===== src/rtl/imm_pkg.sv =====
// imm_pkg: shared widths, beat-kind encodings and FSM state type for the immediate narrowing encoder
package imm_pkg;
    localparam int DATA_W = 32;
    localparam int IMM_W  = 16;
    localparam logic [1:0] KIND_SINGLE = 2'b00;
    localparam logic [1:0] KIND_UPPER  = 2'b01;
    localparam logic [1:0] KIND_LOWER  = 2'b10;
    typedef enum logic [1:0] {
        ST_IDLE,
        ST_SINGLE,
        ST_UPPER,
        ST_LOWER
    } state_t;
endpackage


===== src/rtl/imm_narrow_encoder_if.sv =====
// imm_narrow_encoder_if: constant-in / immediate-beat-out valid-ready bundle
interface imm_narrow_encoder_if #(
    parameter int DATA_W = 32,
    parameter int IMM_W  = 16
);
    logic              in_valid;
    logic              in_ready;
    logic [DATA_W-1:0] in_value;
    logic              in_zext;
    logic              out_valid;
    logic              out_ready;
    logic [IMM_W-1:0]  out_imm;
    logic [1:0]        out_kind;
    logic              out_last;
    modport master (
        output in_valid, in_value, in_zext, out_ready,
        input  in_ready, out_valid, out_imm, out_kind, out_last
    );
    modport slave (
        input  in_valid, in_value, in_zext, out_ready,
        output in_ready, out_valid, out_imm, out_kind, out_last
    );
endinterface


===== src/rtl/imm_fit_check.sv =====
// imm_fit_check: does a constant survive a round trip through one extended immediate field
module imm_fit_check #(
    parameter int DATA_W = 32,
    parameter int IMM_W  = 16
) (
    input  logic [DATA_W-1:0] value,
    input  logic              zext,
    output logic              fits
);
    // sign mode needs the upper half plus the field's sign bit to be all-equal
    logic sign_fits;
    logic zext_fits;
    assign sign_fits = (&value[DATA_W-1:IMM_W-1]) | ~(|value[DATA_W-1:IMM_W-1]);
    assign zext_fits = ~(|value[DATA_W-1:IMM_W]);
    assign fits      = zext ? zext_fits : sign_fits;
endmodule


===== src/rtl/imm_narrow_encoder.sv =====
// imm_narrow_encoder: splits a constant into SINGLE or UPPER+LOWER immediate beats.
// Build option IMM_SKIP_ZERO_LOW_EN: drop the LOWER beat when the low half is zero.
module imm_narrow_encoder #(
    parameter int DATA_W = imm_pkg::DATA_W,
    parameter int IMM_W  = imm_pkg::IMM_W
) (
    input logic                 clk,
    input logic                 reset,
    imm_narrow_encoder_if.slave bus
);
    import imm_pkg::*;

    if (DATA_W != 2 * IMM_W || $bits(bus.in_value) != DATA_W || $bits(bus.out_imm) != IMM_W) begin : g_width_check
        $error("imm_narrow_encoder: DATA_W must equal 2*IMM_W and match the interface");
    end

    state_t             state, state_n;
    logic [IMM_W-1:0]   imm_q, imm_n;
    logic [IMM_W-1:0]   lo_q, lo_n;
    logic [1:0]         kind_q, kind_n;
    logic               last_q, last_n;
    logic               fits;
    logic               out_valid;
    logic               accept;
    logic               fire;
    logic               upper_last;
    logic [IMM_W-1:0]   in_lo;
    logic [IMM_W-1:0]   in_hi;

    imm_fit_check #(.DATA_W(DATA_W), .IMM_W(IMM_W)) u_fit (
        .value (bus.in_value),
        .zext  (bus.in_zext),
        .fits  (fits)
    );

    assign in_lo     = bus.in_value[IMM_W-1:0];
    assign in_hi     = bus.in_value[DATA_W-1:IMM_W];
    assign out_valid = (state != ST_IDLE);
    assign fire      = out_valid && bus.out_ready;
    assign accept    = bus.in_valid && bus.in_ready;

`ifdef IMM_SKIP_ZERO_LOW_EN
    assign upper_last = ~(|in_lo);
`else
    assign upper_last = 1'b0;
`endif

    assign bus.in_ready  = !out_valid || (bus.out_ready && last_q);
    assign bus.out_valid = out_valid;
    assign bus.out_imm   = imm_q;
    assign bus.out_kind  = kind_q;
    assign bus.out_last  = last_q;

    // state and beat registers; reset discards any pending beat
    always_ff @(posedge clk or posedge reset) begin
        if (reset) begin
            state  <= ST_IDLE;
            imm_q  <= '0;
            lo_q   <= '0;
            kind_q <= KIND_SINGLE;
            last_q <= 1'b0;
        end else begin
            state  <= state_n;
            imm_q  <= imm_n;
            lo_q   <= lo_n;
            kind_q <= kind_n;
            last_q <= last_n;
        end
    end

    // next beat: new constant wins, else advance UPPER->LOWER or retire the final beat
    always_comb begin
        state_n = state;
        imm_n   = imm_q;
        lo_n    = lo_q;
        kind_n  = kind_q;
        last_n  = last_q;
        if (accept) begin
            state_n = fits ? ST_SINGLE : ST_UPPER;
            imm_n   = fits ? in_lo : in_hi;
            kind_n  = fits ? KIND_SINGLE : KIND_UPPER;
            last_n  = fits ? 1'b1 : upper_last;
            lo_n    = fits ? lo_q : in_lo;
        end else if (fire) begin
            state_n = last_q ? ST_IDLE : ST_LOWER;
            imm_n   = last_q ? imm_q : lo_q;
            kind_n  = last_q ? kind_q : KIND_LOWER;
            last_n  = 1'b1;
        end
    end
endmodule

===== src/flat_wrapper.sv =====
// flat-port wrapper written by rule: the top's interface ports become plain ports
module imm_narrow_encoder_flat import imm_pkg::*;
#(
    parameter int DATA_W = imm_pkg::DATA_W,
    parameter int IMM_W  = imm_pkg::IMM_W
)
  (clk, reset, bus_in_valid, bus_in_value, bus_in_zext, bus_out_ready, bus_in_ready, bus_out_valid, bus_out_imm, bus_out_kind, bus_out_last);
  imm_narrow_encoder_if #(.DATA_W(DATA_W), .IMM_W(IMM_W)) bus_i ();
  input logic clk;
  input logic reset;
  input wire logic [$bits(bus_i.in_valid)-1:0] bus_in_valid;
  input wire logic [$bits(bus_i.in_value)-1:0] bus_in_value;
  input wire logic [$bits(bus_i.in_zext)-1:0] bus_in_zext;
  input wire logic [$bits(bus_i.out_ready)-1:0] bus_out_ready;
  output wire logic [$bits(bus_i.in_ready)-1:0] bus_in_ready;
  output wire logic [$bits(bus_i.out_valid)-1:0] bus_out_valid;
  output wire logic [$bits(bus_i.out_imm)-1:0] bus_out_imm;
  output wire logic [$bits(bus_i.out_kind)-1:0] bus_out_kind;
  output wire logic [$bits(bus_i.out_last)-1:0] bus_out_last;
  assign bus_i.in_valid = bus_in_valid;
  assign bus_i.in_value = bus_in_value;
  assign bus_i.in_zext = bus_in_zext;
  assign bus_i.out_ready = bus_out_ready;
  assign bus_in_ready = bus_i.in_ready;
  assign bus_out_valid = bus_i.out_valid;
  assign bus_out_imm = bus_i.out_imm;
  assign bus_out_kind = bus_i.out_kind;
  assign bus_out_last = bus_i.out_last;
  imm_narrow_encoder #(.DATA_W(DATA_W), .IMM_W(IMM_W)) u_core (.clk(clk), .reset(reset), .bus(bus_i));
endmodule

===== config.mk =====
export PLATFORM = sky130hd
export DESIGN_NAME = imm_narrow_encoder_flat
export DESIGN_NICKNAME = d
export VERILOG_FILES = /design/src/rtl/imm_pkg.sv /design/src/rtl/imm_narrow_encoder_if.sv /design/src/rtl/imm_fit_check.sv /design/src/rtl/imm_narrow_encoder.sv /design/src/flat_wrapper.sv
export SDC_FILE = /design/constraint.sdc
export NUM_CORES = 1
export LEC_CHECK = 0
export CORE_MARGIN = 5
export CORE_UTILIZATION = 55
export DETAILED_ROUTE_END_ITERATION = 12
export DONT_BUFFER_PORTS = 1
export PLACE_DENSITY = 0.67
export SLEW_MARGIN = 20
export SYNTH_ARGS = -nofsm -noshare
export SYNTH_HDL_FRONTEND = slang
export SYNTH_HIERARCHICAL = 1
export SYNTH_SLANG_ARGS = --single-unit
export TNS_END_PERCENT = 20

===== constraint.sdc =====
create_clock -name clk -period 2.15 [get_ports clk]
set_clock_uncertainty 0.2 [all_clocks]
set_input_delay 0.43 -clock clk [delete_from_list [all_inputs] [get_ports clk]]
set_output_delay 0.43 -clock clk [all_outputs]
set_load 0.01 [all_outputs]

==> summary.txt <==
Route
  • Drt via density: 5.74
  • Via count: 1228
  • DRC Markers: 0
  • First DRT Iteration DRCs: 39
  • Routed length per instance: 18.6 µm
  • Drt pass-1 iters: 4
  • DRT Wirelength: 3.99 mm
  • Antenna Nets Post-Route: 0

Logic synthesis
  • Synth warn: 6
  • Synthesized net count: 196
  • Post-Syn Area per Cell: 12.1 µm²
  • Syn Inst Count: 159
  • Cell Area, Synth: 1920 µm²
  • #FFs+latches synth: 37
  • Synth cell types: 28
  • Seq/Total Area, Yosys: 0.481

STA
  • Max-slew violations: 0
  • Post-layout worst setup margin: 0.0488 ns
  • RSZ-0062 raised after global routing: no
  • Final Hold Viols: 0
  • Hold slack final: 0.0324 ns
  • Worst slew margin: 0.576
  • Crit share post-route: 0.977
  • Slew @ Worst Pin: 0.635 ns
  • Final Critical Period: 2.10 ns
  • Max Fclk: 476 MHz
  • Fin Setup TNS: 0 ns
  • # setup viols final: 0

Global routing
  • Initial antenna violation count: 0
  • Global-route wire length before repair: 6.73 mm
  • GRT overflow: 0
  • Largest net degree at the start of global routing: 20
  • GRT Overall Usage: 0.176
  • Vias in the first global route: 1327

Setup path
  • CP max-delay cell: or4_1
  • CP Buf/Inv Count: 1
  • CP Capture Type: flip-flop
  • CP top delay family: simple AND/OR/NAND/NOR gates
  • WP data arrival: 2.12 ns
  • Crit start category: primary input
  • Critical path class: primary input to flip-flop
  • Worst-path cell chain: nand4_1 > or4_1 > mux2i_2 > buf_12 > nand2b_4 > nor2b_4 > mux2_4
  • CP peak stage delay: 0.55 ns
  • CP Max Fanout: 18
  • Worst EP required: 2.16 ns

Outcome
  • Status: complete, no violations

Die
  • Initial Util: 0.572
  • Rows: 21
  • Die H: 69.2 µm
  • IO Pins: 58
  • Core ar.: 3360 µm²
  • Die width: 69.2 µm
  • Die footprint: 4780 µm²

Flow run
  • Max Cap Viol: 0

Layout
  • Syn-to-layout area delta: 6.89%
  • Utilization after layout: 0.612
  • Commonest non-fill, non-tap cell in the layout: dfrtp_1
  • Most frequent cells in the layout: 37 x dfrtp_1, 24 x mux2_2, 17 x mux2i_1, 17 x nand2_1, 16 x o21ai_0
  • Final-stage net count: 204
  • Non-filler cells, final: 214
  • Fill cells: 284
  • Non-Filler Cell Area, Final: 2060 µm²
  • Ant. Diodes: 0
  • Share of cells above drive strength 1: 0.321

Placement
  • Buffers on Ports: 0
  • Routability cong.: 0.742
  • Area post-placement: 1990 µm²
  • Dpl hpwl: 2.97 mm
  • Pre-CTS WS: -0.297 ns
  • Dpl cells: 204

Power
  • Pwr Density: 1100 nW/µm²
  • Leak: 0.936 nW
  • Peak VDD IR: 0.000519 V
  • Power, Total: 2.26 mW

CTS
  • TritonCTS Buffers: 5
  • H-Tree Depth: 2
  • Post-CTS Setup Inserts: 0
  • Clock latency on the worst-skew pair: 0.33 ns
  • CTS tree: built
  • Clock tree buffer depth: 2
  • CTS Root Cell: clkbuf_4
  • Reg clk slew, reported paths: 0.11 ns
  • # clock sinks: 37

Worst hold path
  • Hold WC Path Type: primary input to flip-flop
[final cells by class]
cell class,instances,area (µm²),area share
clock buffer,6,41.3,0.0201
clock inverter,2,10.0,0.00487
inverter,3,11.3,0.00547
multi-input combinational,110,918,0.446
sequential,37,926,0.450
tap,46,57.6,0.0280
timing repair buffer,10,92.6,0.0450
[kinds of logic after synthesis]
logic type / Yosys count / synth area share
AO/OA/AOI/OAI: 26 / 0.0858
AND/OR/NAND/NOR: 34 / 0.0904
multiplexers: 50 / 0.296
flip-flops: 37 / 0.481
buffers and inverters: 12 / 0.0462
[layer usage]
layer  GRT usage  vias up  routed length, µm
li1            -      594                  -
met1       0.212      593               1640
met2       0.281       39               1970
met3      0.0770        2                363
met4      0.0586        0                 20
met5           0        -                  0
[flip-flops by register name, indices dropped and copies added (netlist names)]
| signal | cells |
|---|---|
| u_core/bus.out_imm | 16 |
| u_core/lo_q | 16 |
| u_core/bus.out_kind | 2 |
| u_core/state | 2 |
| u_core/bus.out_last | 1 |
[cell usage after synthesis]
cell,count,area share
or4_1,1,0.0039
nor4_1,4,0.013
nand2_2,1,0.0033
nand2b_2,1,0.0046
a22o_1,1,0.0046
o2bb2ai_2,1,0.0078
o22ai_2,1,0.0065
a21oi_1,1,0.0026
nand2_1,17,0.033
a211oi_1,1,0.0039
buf_2,4,0.010
o21ba_2,1,0.0052
a21o_1,1,0.0039
a31oi_1,1,0.0033
mux2_2,24,0.14
o21ai_0,17,0.044
clkbuf_1,1,0.0019
buf_6,3,0.018
buf_12,1,0.010
mux2i_1,18,0.094
nor2b_4,1,0.0072
inv_1,3,0.0059
nand2b_1,1,0.0033
nor2_1,3,0.0059
mux2_4,8,0.062
nand4_1,5,0.016
a22oi_1,1,0.0039
dfrtp_1,37,0.48
[worst paths after layout]
| kind | startpoint | end | slack (ns) | depth (start not counted) |
|---|---|---|---|---|
| worst max-delay path | bus_in_value[31] | u_core/lo_q[1]$_DFFE_PP0P_ | 0.05 | 7 |
| worst min-delay path | bus_in_value[5] | u_core/lo_q[5]$_DFFE_PP0P_ | 0.03 | 1 |
| worst max register to register | u_core/state[1]$_DFFE_PP0P_ | u_core/lo_q[9]$_DFFE_PP0P_ | 0.21 | 3 |
| worst min register to register | u_core/lo_q[2]$_DFFE_PP0P_ | u_core/lo_q[2]$_DFFE_PP0P_ | 0.32 | 1 |
| max in group asynchronous | reset | u_core/bus.out_imm[9]$_DFFE_PP0P_ | 1.16 | 3 |
| min in group asynchronous | reset | u_core/bus.out_imm[11]$_DFFE_PP0P_ | 0.37 | 3 |
[where the power goes]
part | internal (mW) | total [mW] | switching, mW
logic | 0.343 | 0.610 | 0.266
clock network | 0.125 | 0.348 | 0.223
registers | 1.01 | 1.31 | 0.299
[what timing repair did]
item / CTS / global route
endpoints found under the setup margin: 0 / 1
endpoints found under the hold margin: 38 / 0
gates resized for setup: 0 / 1
hold buffers: 2 / 0
(Power assumes the default switching activity.)
